<file path="src/rtl/eth_phy_10g_rx_link_ctrl.sv">
// 10G RX link sequencer: aligner reset pulse, lock wait with timeout, BER windows
// and forced re-align on persistent high BER or a management restart.
module eth_phy_10g_rx_link_ctrl #(
   parameter int unsigned HDR_WIDTH      = 2,
   parameter int unsigned BER_WINDOW     = 19531,
   parameter int unsigned BER_THRESH     = 16,
   parameter int unsigned LOCK_TIMEOUT   = 65535,
   parameter int unsigned RST_PULSE      = 4,
   parameter int unsigned HI_BER_WINDOWS = 4,
   parameter int unsigned CNT_WIDTH      = 16
) (
   input  logic                 clk,
   input  logic                 rst,
   input  logic [HDR_WIDTH-1:0] i_serdes_rx_hdr_align,
   input  logic                 i_rx_block_lock,
   input  logic                 i_restart,
   output logic                 o_aligner_rst,
   output logic                 o_rx_hi_ber,
   output logic                 o_rx_status,
   output logic [CNT_WIDTH-1:0] o_relock_count,
   output logic [1:0]           o_state
);

   localparam int unsigned RST_W  = (RST_PULSE > 1) ? $clog2(RST_PULSE) : 1;
   localparam int unsigned LOCK_W = $clog2(LOCK_TIMEOUT);
   localparam int unsigned WIN_W  = $clog2(BER_WINDOW);
   localparam int unsigned HBW_W  = $clog2(HI_BER_WINDOWS + 1);
   localparam int unsigned BER_W  = 8;

   localparam logic [RST_W-1:0]  RST_LAST  = RST_W'(RST_PULSE - 1);
   localparam logic [LOCK_W-1:0] LOCK_LAST = LOCK_W'(LOCK_TIMEOUT - 1);
   localparam logic [WIN_W-1:0]  WIN_LAST  = WIN_W'(BER_WINDOW - 1);
   localparam logic [HBW_W-1:0]  HBW_LAST  = HBW_W'(HI_BER_WINDOWS - 1);
   localparam logic [BER_W-1:0]  BER_THR   = BER_W'(BER_THRESH);

   typedef enum logic [1:0] {
      ST_RESET     = 2'd0,
      ST_WAIT_LOCK = 2'd1,
      ST_LOCKED    = 2'd2
   } state_t;

   state_t              state_q, state_d;
   logic [RST_W-1:0]    rst_tmr_q, rst_tmr_d;
   logic [LOCK_W-1:0]   lock_tmr_q, lock_tmr_d;
   logic [WIN_W-1:0]    win_tmr_q, win_tmr_d;
   logic [BER_W-1:0]    ber_cnt_q, ber_cnt_d;
   logic [BER_W-1:0]    ber_next;
   logic [HBW_W-1:0]    hbw_cnt_q, hbw_cnt_d;
   logic                hi_ber_q, hi_ber_d;
   logic                aligner_rst_q, aligner_rst_d;
   logic                status_q, status_d;
   logic [CNT_WIDTH-1:0] relock_q, relock_d;
   logic                hdr_inv;
   logic                relock_inc;

   assign hdr_inv = (i_serdes_rx_hdr_align != HDR_WIDTH'(1)) &&
                    (i_serdes_rx_hdr_align != HDR_WIDTH'(2));
   assign ber_next = (hdr_inv && (ber_cnt_q != BER_THR)) ? ber_cnt_q + 1'b1 : ber_cnt_q;

   always_comb begin
      state_d    = state_q;
      rst_tmr_d  = rst_tmr_q;
      lock_tmr_d = lock_tmr_q;
      win_tmr_d  = win_tmr_q;
      ber_cnt_d  = ber_cnt_q;
      hbw_cnt_d  = hbw_cnt_q;
      hi_ber_d   = hi_ber_q;
      relock_inc = 1'b0;

      unique case (state_q)
         ST_RESET: begin
            if (rst_tmr_q == RST_LAST) state_d = ST_WAIT_LOCK;
            else                       rst_tmr_d = rst_tmr_q + 1'b1;
         end
         ST_WAIT_LOCK: begin
            if (i_rx_block_lock) begin
               state_d = ST_LOCKED;
            end else if (lock_tmr_q == LOCK_LAST) begin
               state_d    = ST_RESET;
               relock_inc = 1'b1;
            end else begin
               lock_tmr_d = lock_tmr_q + 1'b1;
            end
         end
         ST_LOCKED: begin
            if (!i_rx_block_lock) begin
               state_d = ST_WAIT_LOCK;
            end else if (win_tmr_q == WIN_LAST) begin
               // The wrap-cycle header belongs to the closing window.
               win_tmr_d = '0;
               ber_cnt_d = '0;
               if (ber_next < BER_THR) begin
                  hi_ber_d  = 1'b0;
                  hbw_cnt_d = '0;
               end else begin
                  hi_ber_d = 1'b1;
                  if (hbw_cnt_q == HBW_LAST) begin
                     state_d    = ST_RESET;
                     relock_inc = 1'b1;
                  end else begin
                     hbw_cnt_d = hbw_cnt_q + 1'b1;
                  end
               end
            end else begin
               win_tmr_d = win_tmr_q + 1'b1;
               ber_cnt_d = ber_next;
               if (ber_next == BER_THR) hi_ber_d = 1'b1;
            end
         end
         default: state_d = ST_RESET;
      endcase

      if (i_restart) begin
         state_d    = ST_RESET;
         relock_inc = (state_q != ST_RESET);
      end

      // Entry housekeeping keyed on the chosen next state.
      if (state_d == ST_RESET) begin
         if (i_restart || state_q != ST_RESET) rst_tmr_d = '0;
         lock_tmr_d = '0;
         win_tmr_d  = '0;
         ber_cnt_d  = '0;
         hbw_cnt_d  = '0;
         hi_ber_d   = 1'b0;
      end else if (state_d == ST_WAIT_LOCK && state_q != ST_WAIT_LOCK) begin
         lock_tmr_d = '0;
         hi_ber_d   = 1'b0;
      end else if (state_d == ST_LOCKED && state_q != ST_LOCKED) begin
         win_tmr_d = '0;
         ber_cnt_d = '0;
         hbw_cnt_d = '0;
         hi_ber_d  = 1'b0;
      end

      relock_d      = (relock_inc && relock_q != '1) ? relock_q + 1'b1 : relock_q;
      aligner_rst_d = (state_d == ST_RESET);
      status_d      = (state_d == ST_LOCKED) && !hi_ber_d;
   end

   always_ff @(posedge clk) begin
      if (rst) begin
         state_q       <= ST_RESET;
         rst_tmr_q     <= '0;
         lock_tmr_q    <= '0;
         win_tmr_q     <= '0;
         ber_cnt_q     <= '0;
         hbw_cnt_q     <= '0;
         hi_ber_q      <= 1'b0;
         aligner_rst_q <= 1'b1;
         status_q      <= 1'b0;
         relock_q      <= '0;
      end else begin
         state_q       <= state_d;
         rst_tmr_q     <= rst_tmr_d;
         lock_tmr_q    <= lock_tmr_d;
         win_tmr_q     <= win_tmr_d;
         ber_cnt_q     <= ber_cnt_d;
         hbw_cnt_q     <= hbw_cnt_d;
         hi_ber_q      <= hi_ber_d;
         aligner_rst_q <= aligner_rst_d;
         status_q      <= status_d;
         relock_q      <= relock_d;
      end
   end

   assign o_aligner_rst  = aligner_rst_q;
   assign o_rx_hi_ber    = hi_ber_q;
   assign o_rx_status    = status_q;
   assign o_relock_count = relock_q;
   assign o_state        = state_q;

endmodule

</file>
<file path="config.mk">
export PLATFORM = sky130hd
export DESIGN_NAME = eth_phy_10g_rx_link_ctrl
export DESIGN_NICKNAME = d
export VERILOG_FILES = /design/src/rtl/eth_phy_10g_rx_link_ctrl.sv
export SDC_FILE = /design/constraint.sdc
export NUM_CORES = 1
export LEC_CHECK = 0
export ABC_AREA = 1
export CELL_PAD_IN_SITES_DETAIL_PLACEMENT = 1
export CELL_PAD_IN_SITES_GLOBAL_PLACEMENT = 1
export CORE_MARGIN = 3
export CORE_UTILIZATION = 30
export CTS_CLUSTER_DIAMETER = 100
export CTS_CLUSTER_SIZE = 40
export DETAILED_ROUTE_END_ITERATION = 8
export HOLD_SLACK_MARGIN = 0.03
export PLACE_DENSITY = 0.6
export SYNTH_ARGS = -nofsm -noshare
export SYNTH_HDL_FRONTEND = slang
export SYNTH_SLANG_ARGS = --single-unit
</file>
<file path="constraint.sdc">
create_clock -name clk -period 2.9 [get_ports clk]
set_clock_uncertainty 0.2 [all_clocks]
set_input_delay 0.58 -clock clk [delete_from_list [all_inputs] [get_ports clk]]
set_output_delay 0.58 -clock clk [all_outputs]
set_load 0.05 [all_outputs]
</file>
Yosys cells after proc, flatten, opt, wreduce, memory -nomap -nowiden
Index checks and enable logic that the tools add are counted.
{"block": "totals", "output_inout_bits": 21, "regBits": 65, "input_bits": 6}
{"block": "classes", "n_reduce_logical": 14, "add_sub_neg": 6, "bitwise_logic": 2, "eq_ne": 15, "muxes": 47, "n_lt_le_gt_ge": 1}
{"op": "two-way mux 15 bit", "n": 5}
{"op": "two-way mux 8 bit", "n": 6}
{"op": "adder 16 x 1 -> 16 bit, second input constant", "n": 2}
{"op": "two-way mux 2 bit", "n": 12}
{"op": "two-way mux 3 bit", "n": 7}
{"op": "== test 16 bit, second input constant", "n": 1}
{"op": "inequality test 16 bit, second input constant", "n": 1}
{"op": "adder 15 x 1 -> 15 bit, second input constant", "n": 1}
{"op": "== test 15 bit, second input constant", "n": 1}
{"op": "two-way mux 1 bit", "n": 15}
{"op": "adder 8 x 1 -> 8 bit, second input constant", "n": 1}
{"op": "== test 8 x 5 -> 1 bit, second input constant", "n": 1}
{"op": "< comparator 8 x 5 -> 1 bit, second input constant", "n": 1}
{"op": "inequality test 8 x 5 -> 1 bit, second input constant", "n": 1}
{"op": "== test 2 bit, second input constant", "n": 3}
{"op": "logical AND 1 bit", "n": 6}
{"op": "one-hot mux 2 bit (3 select lines)", "n": 1}
{"op": "== test 2 x 1 -> 1 bit, second input constant", "n": 2}
{"op": "logical NOT 2 bit", "n": 2}
{"op": "inequality test 2 x 1 -> 1 bit, second input constant", "n": 2}
{"op": "inequality test 2 bit, second input constant", "n": 2}
{"op": "adder 3 x 1 -> 3 bit, second input constant", "n": 1}
{"op": "== test 3 x 2 -> 1 bit, second input constant", "n": 1}
{"op": "AND reduction 3 bit", "n": 1}
{"op": "8 further kinds", "n": 9}

Depth between registers and ports, before layout
{"block": "depth", "word_depth": 17, "ltp_mapped": 21}

Least setup slack after synthesis
Ideal clock, no wire load.
{"block": "synth_timing", "kind": "reg2reg", "from": "register state_q[1], in the netlist o_state[1]", "to": "register win_tmr_q[14]", "path_buffers": 0, "arrival_ps": 2391, "slack_ps": 192, "synth_period_minus_slack_ps": 2708, "path_stages_with_launch": 12, "setup_time_ps": 117, "cell_sequence": "dfxtp_1 -> ha_1 -> nand2_1 -> inv_1 -> nand4_1 -> nor3b_1 -> nand3_1 -> nor3_1 -> xor2_1 -> inv_1 -> nand2_1 -> nor2_1"}
{"block": "synth_via", "elab_chain_len": 10}
{"element": "start: declaration", "line_no": "42", "rtl": "state_t state_q, state_d;"}
{"element": "start signal: assignment", "line_no": "154", "rtl": "state_q <= state_d;"}
{"element": "two-way mux 2 bit", "line_no": "97", "rtl": "if (hbw_cnt_q == HBW_LAST) begin"}
{"element": "two-way mux 2 bit", "line_no": "92", "rtl": "if (ber_next < BER_THR) begin"}
{"element": "two-way mux 2 bit", "line_no": "88", "rtl": "end else if (win_tmr_q == WIN_LAST) begin"}
{"element": "two-way mux 2 bit", "line_no": "86", "rtl": "if (!i_rx_block_lock) begin"}
{"element": "one-hot mux 2 bit (3 select lines)", "line_no": "70", "rtl": "unique case (state_q)"}
{"element": "two-way mux 2 bit", "line_no": "113", "rtl": "if (i_restart) begin"}
{"element": "== test 2 bit", "line_no": "129", "rtl": "end else if (state_d == ST_LOCKED && state_q != ST_LOCKED) begin"}
{"element": "logical AND 1 bit", "line_no": "129"}
{"element": "two-way mux 15 bit", "line_no": "129"}
{"element": "two-way mux 15 bit", "line_no": "126", "rtl": "end else if (state_d == ST_WAIT_LOCK && state_q != ST_WAIT_LOCK) begin"}
{"element": "end signal: assignment", "line_no": "157", "rtl": "win_tmr_q <= win_tmr_d;"}
{"element": "end: declaration", "line_no": "45", "rtl": "logic [WIN_W-1:0] win_tmr_q, win_tmr_d;"}
Several ways; a longest one is shown, not always the timed one.
A chain may end at the register's enable or synchronous reset.

Worst setup path after layout
{"block": "layout_timing", "from": "input i_serdes_rx_hdr_align[0]", "to": "register win_tmr_q[8]"}
{"block": "layout_via", "elab_chain_len": 14}
{"element": "start: declaration", "line_no": "14", "rtl": "input logic [HDR_WIDTH-1:0] i_serdes_rx_hdr_align,"}
{"element": "inequality test 2 x 1 -> 1 bit / inequality test 2 bit (equally long branches)", "line_no": "56, 57"}
{"element": "logical AND 1 bit *", "line_no": "56", "rtl": "assign hdr_inv = (i_serdes_rx_hdr_align != HDR_WIDTH'(1)) &&"}
{"element": "logical AND 1 bit *", "line_no": "58", "rtl": "assign ber_next = (hdr_inv && (ber_cnt_q != BER_THR)) ? ber_cnt_q + 1'b1 : ber_cnt_q;"}
{"element": "two-way mux 8 bit *", "line_no": "58"}
{"element": "< comparator 8 x 5 -> 1 bit *", "line_no": "92"}
{"element": "two-way mux 2 bit *", "line_no": "92"}
{"element": "two-way mux 2 bit *", "line_no": "88"}
{"element": "two-way mux 2 bit *", "line_no": "86"}
{"element": "one-hot mux 2 bit (3 select lines) *", "line_no": "70"}
{"element": "two-way mux 2 bit *", "line_no": "113"}
{"element": "== test 2 bit", "line_no": "129"}
{"element": "logical AND 1 bit", "line_no": "129"}
{"element": "two-way mux 15 bit", "line_no": "129"}
{"element": "two-way mux 15 bit", "line_no": "126"}
Mark *: on every way between the ends. The rest lies on a longest branch, timed or not.

==> impl_metrics.yaml <==
die:
  core_area_mm2: 0.0129
  start_util: 0.315
  die_area_mm2: 0.0150
  std_cell_rows: 41
  pin_count: 27
  die_w_um: 123
  die_h_um: 123
route:
  wl_per_cell_um: 13.5
  top_layer_used: "met4"
  dr_wl_met3_um: 237
  ant_nets: 0
  vias_per_cell: 4.63
  drt-pass1-iter-count: 4
  routed_wl_mm: 10.8
  drc: 0
  met1_length_mm: 5.23
  drt_iter0_markers: 101
  via_count: 3687
  wl_met2_mm: 5.04
clock_tree:
  worst_skew_pair.late_latency_ps: 340
  htreeDepth: 3
  path_clk_slew_ps: 50
  cts_root_buf: "clkbuf_16"
  cts_buffers: 9
  post-cts-setup-buffers: 0
  clockBufferDepth: 2
  cts_tree: "done"
  cts.sinks: 65
yosys:
  synth_area_per_cell_um2: 7.38
  ys_types: 40
  ys_async_sr_fraction: 0
  syn-num-nets: 570
  yosys_warnings: 0
  synth_area_leaders: "dfxtp_1, nand2_1, xor2_1"
  ys_ff_latch: 65
  synth_edf_count: 0
  synth_seq_area_share: 0.319
  synthCells: 552
  synth_top_cell_by_area: "dfxtp_1"
  netlist_area_mm2: 0.00407
  yosys_most_used_dff: "dfxtp_1"
  synth.top_cell.area_share: 0.319
setup_path:
  rrSetupSlack_ps: 280
  worstPathArrival_ps: 2770
  endpoint_kind: "flip-flop"
  crit_path_top_delay_cell: "clkdlybuf4s50_1"
  required_ps: 2970
  startpoint_type: "input pin"
  max_stage_delay_ps: 480
  crit_chain: "clkdlybuf4s50_1 -> xnor2_4 -> inv_2 -> nor2_4 -> nand2_1 -> nand2_1 -> nand2_1 -> inv_2 -> nand2_4 -> nand3_4 -> nand2_2 -> nand2_2 -> nand2_4 -> nand2_4 -> nand3_4 -> o21ai_4 -> nand2_4 -> buf_4 -> nor2_1"
  worst-setup-path-type: "in -> reg"
  crit_fanout: 6
  cpMostUsedCell: "nand2_4"
pwr:
  pwr-share-clk: 0.546
  internal_power_mw: 1.70
  combinationalPowerShare: 0.034
  peakVddDrop_mv: 0.209
  power_density_mw_per_mm2: 415
  power_leakage_nw: 1.90
  switchingPower_uw: 441
  swShare: 0.206
  pwr-share-seq: 0.419
sta:
  fmax_mhz: 370
  fin_crit_sh: 0.931
  rsz0062_at_grt: "false"
  tightest_slew_ps: 554
  setup_slack_ps: 199
  finalHoldViolCount: 0
  final.min_clock_period_ps: 2700
  slew_headroom: 0.628
  fin_tns_setup_ps: 0
  setup_violations: 0
  final_max_slew_viol_count: 0
final_layout:
  nets: 639
  fill_cells: 1641
  layout_commonest_cell: "nand2_1"
  final_cell_mix: "nand2_1, nor2_1, inv_1"
  final_cell_area_mm2: 0.00515
  final_util: 0.398
  post_route_cells_drive_above_1_share: 0.186
  n_antenna_cell: 0
  area.growth.synth_to_final_pct: 26.4
global_routing:
  overflow: 0
  grt_pass1_wl_mm: 18.7
  antenna_found_initial: 0
  gr-usage-all-layers: 0.156
  grt_max_degree: 14
  grt_pass1_vias: 3825
placement:
  port_buffers: 26
  place_congestion: 0.861
  post-place-ws_ps: -211
  dpl_cell_area_mm2: 0.00482
  dp_hpwl_mm: 8.47
job:
  max_cap_viol_count: 0
status:
  status: "completed"
hold_path:
  hold_class: "reg -> reg"
synthesized netlist by cell type (2+ instances only):
cell / n
nor2_4: 23
inv_1: 70
xor2_1: 36
nand2_4: 6
nor3_1: 18
o22ai_1: 2
xnor2_1: 9
a21oi_1: 22
clkbuf_1: 4
ha_1: 12
nor4_1: 7
nand3_4: 2
dfxtp_1: 65
o21ai_0: 12
buf_12: 2
buf_2: 2
nand2_2: 14
nand3_1: 40
nand2_1: 95
nor2_1: 71
nand4_1: 16
inv_2: 6
power groups by stage:
stage | clock, mW | combinational, mW | sequential, mW
after floorplan | 0 | 0.0406 | 0.916
after global placement | 0 | 0.0723 | 0.916
after detailed placement | 0 | 0.0729 | 0.916
after CTS | 1.20 | 0.0733 | 0.896
after global routing | 1.25 | 0.0820 | 0.896
final | 1.17 | 0.0738 | 0.897
layer usage:
layer  vias up  global-route usage
li1       1902                   -
met1      1736               0.199
met2        31               0.253
met3        18              0.0295
met4         0              0.0770
met5         -                   0
metrics by stage:
| step | instances | hold WS [ps] | power (mW) |
|---|---|---|---|
| global route | 797 | 336 | 2.23 |
| floorplan | 552 | 264 | 0.957 |
| global placement | 782 | 271 | 0.988 |
| detailed placement | 782 | 284 | 0.989 |
| CTS | 797 | 293 | 2.17 |
| finish | 797 | 288 | 2.14 |
logic make-up after synthesis:
group | count (synthesis) | share of synthesized area
AOI/OAI and AO/OA | 44 | 0.0624
xor gates and xnor gates | 46 | 0.104
adders and majority gates | 12 | 0.0369
buffers and inverters | 85 | 0.0878
DFF | 65 | 0.319
muxes | 2 | 0.00522
and+or+nand+nor | 298 | 0.385
what timing repair did:
action	4_1_cts	5_1_grt
endpoints found under the setup margin	0	32
hold buffers	0	0
gates resized for setup	0	4
flip-flops by register name, indices dropped and copies added, names as in the netlist:
register	count
rst_tmr_q	2
lock_tmr_q	16
o_aligner_rst	1
o_rx_hi_ber	1
ber_cnt_q	8
hbw_cnt_q	3
o_state	2
o_rx_status	1
win_tmr_q	15
o_relock_count	16
worst max-delay path: cells and delay by family:
family                    cells  cell delay, ps
and+or+nand+nor              13            1010
buffers and inverters         4             800
xor gates and xnor gates      1             250
AOI/OAI and AO/OA             1             120
layout make-up:
| cell class | instances | area (um^2) | share of cell area |
|---|---|---|---|
| inverters | 76 | 285 | 0.0554 |
| clock inverters | 3 | 65.1 | 0.0126 |
| multi-input cells | 402 | 2430 | 0.471 |
| well taps | 172 | 215 | 0.0418 |
| flip-flops and latches | 65 | 1300 | 0.253 |
| clock buffers | 12 | 246 | 0.0479 |
| repair buffers | 67 | 608 | 0.118 |
path summary, 6_finish.rpt:
kind                             from                  to  cells after the start
min reg2reg        o_relock_count[15]  o_relock_count[15]                      2
max          i_serdes_rx_hdr_align[0]        win_tmr_q[8]                     19
min                o_relock_count[15]  o_relock_count[15]                      2
max reg2reg              ber_cnt_q[0]        win_tmr_q[8]                     20
Power figures use the tool's default switching activity.
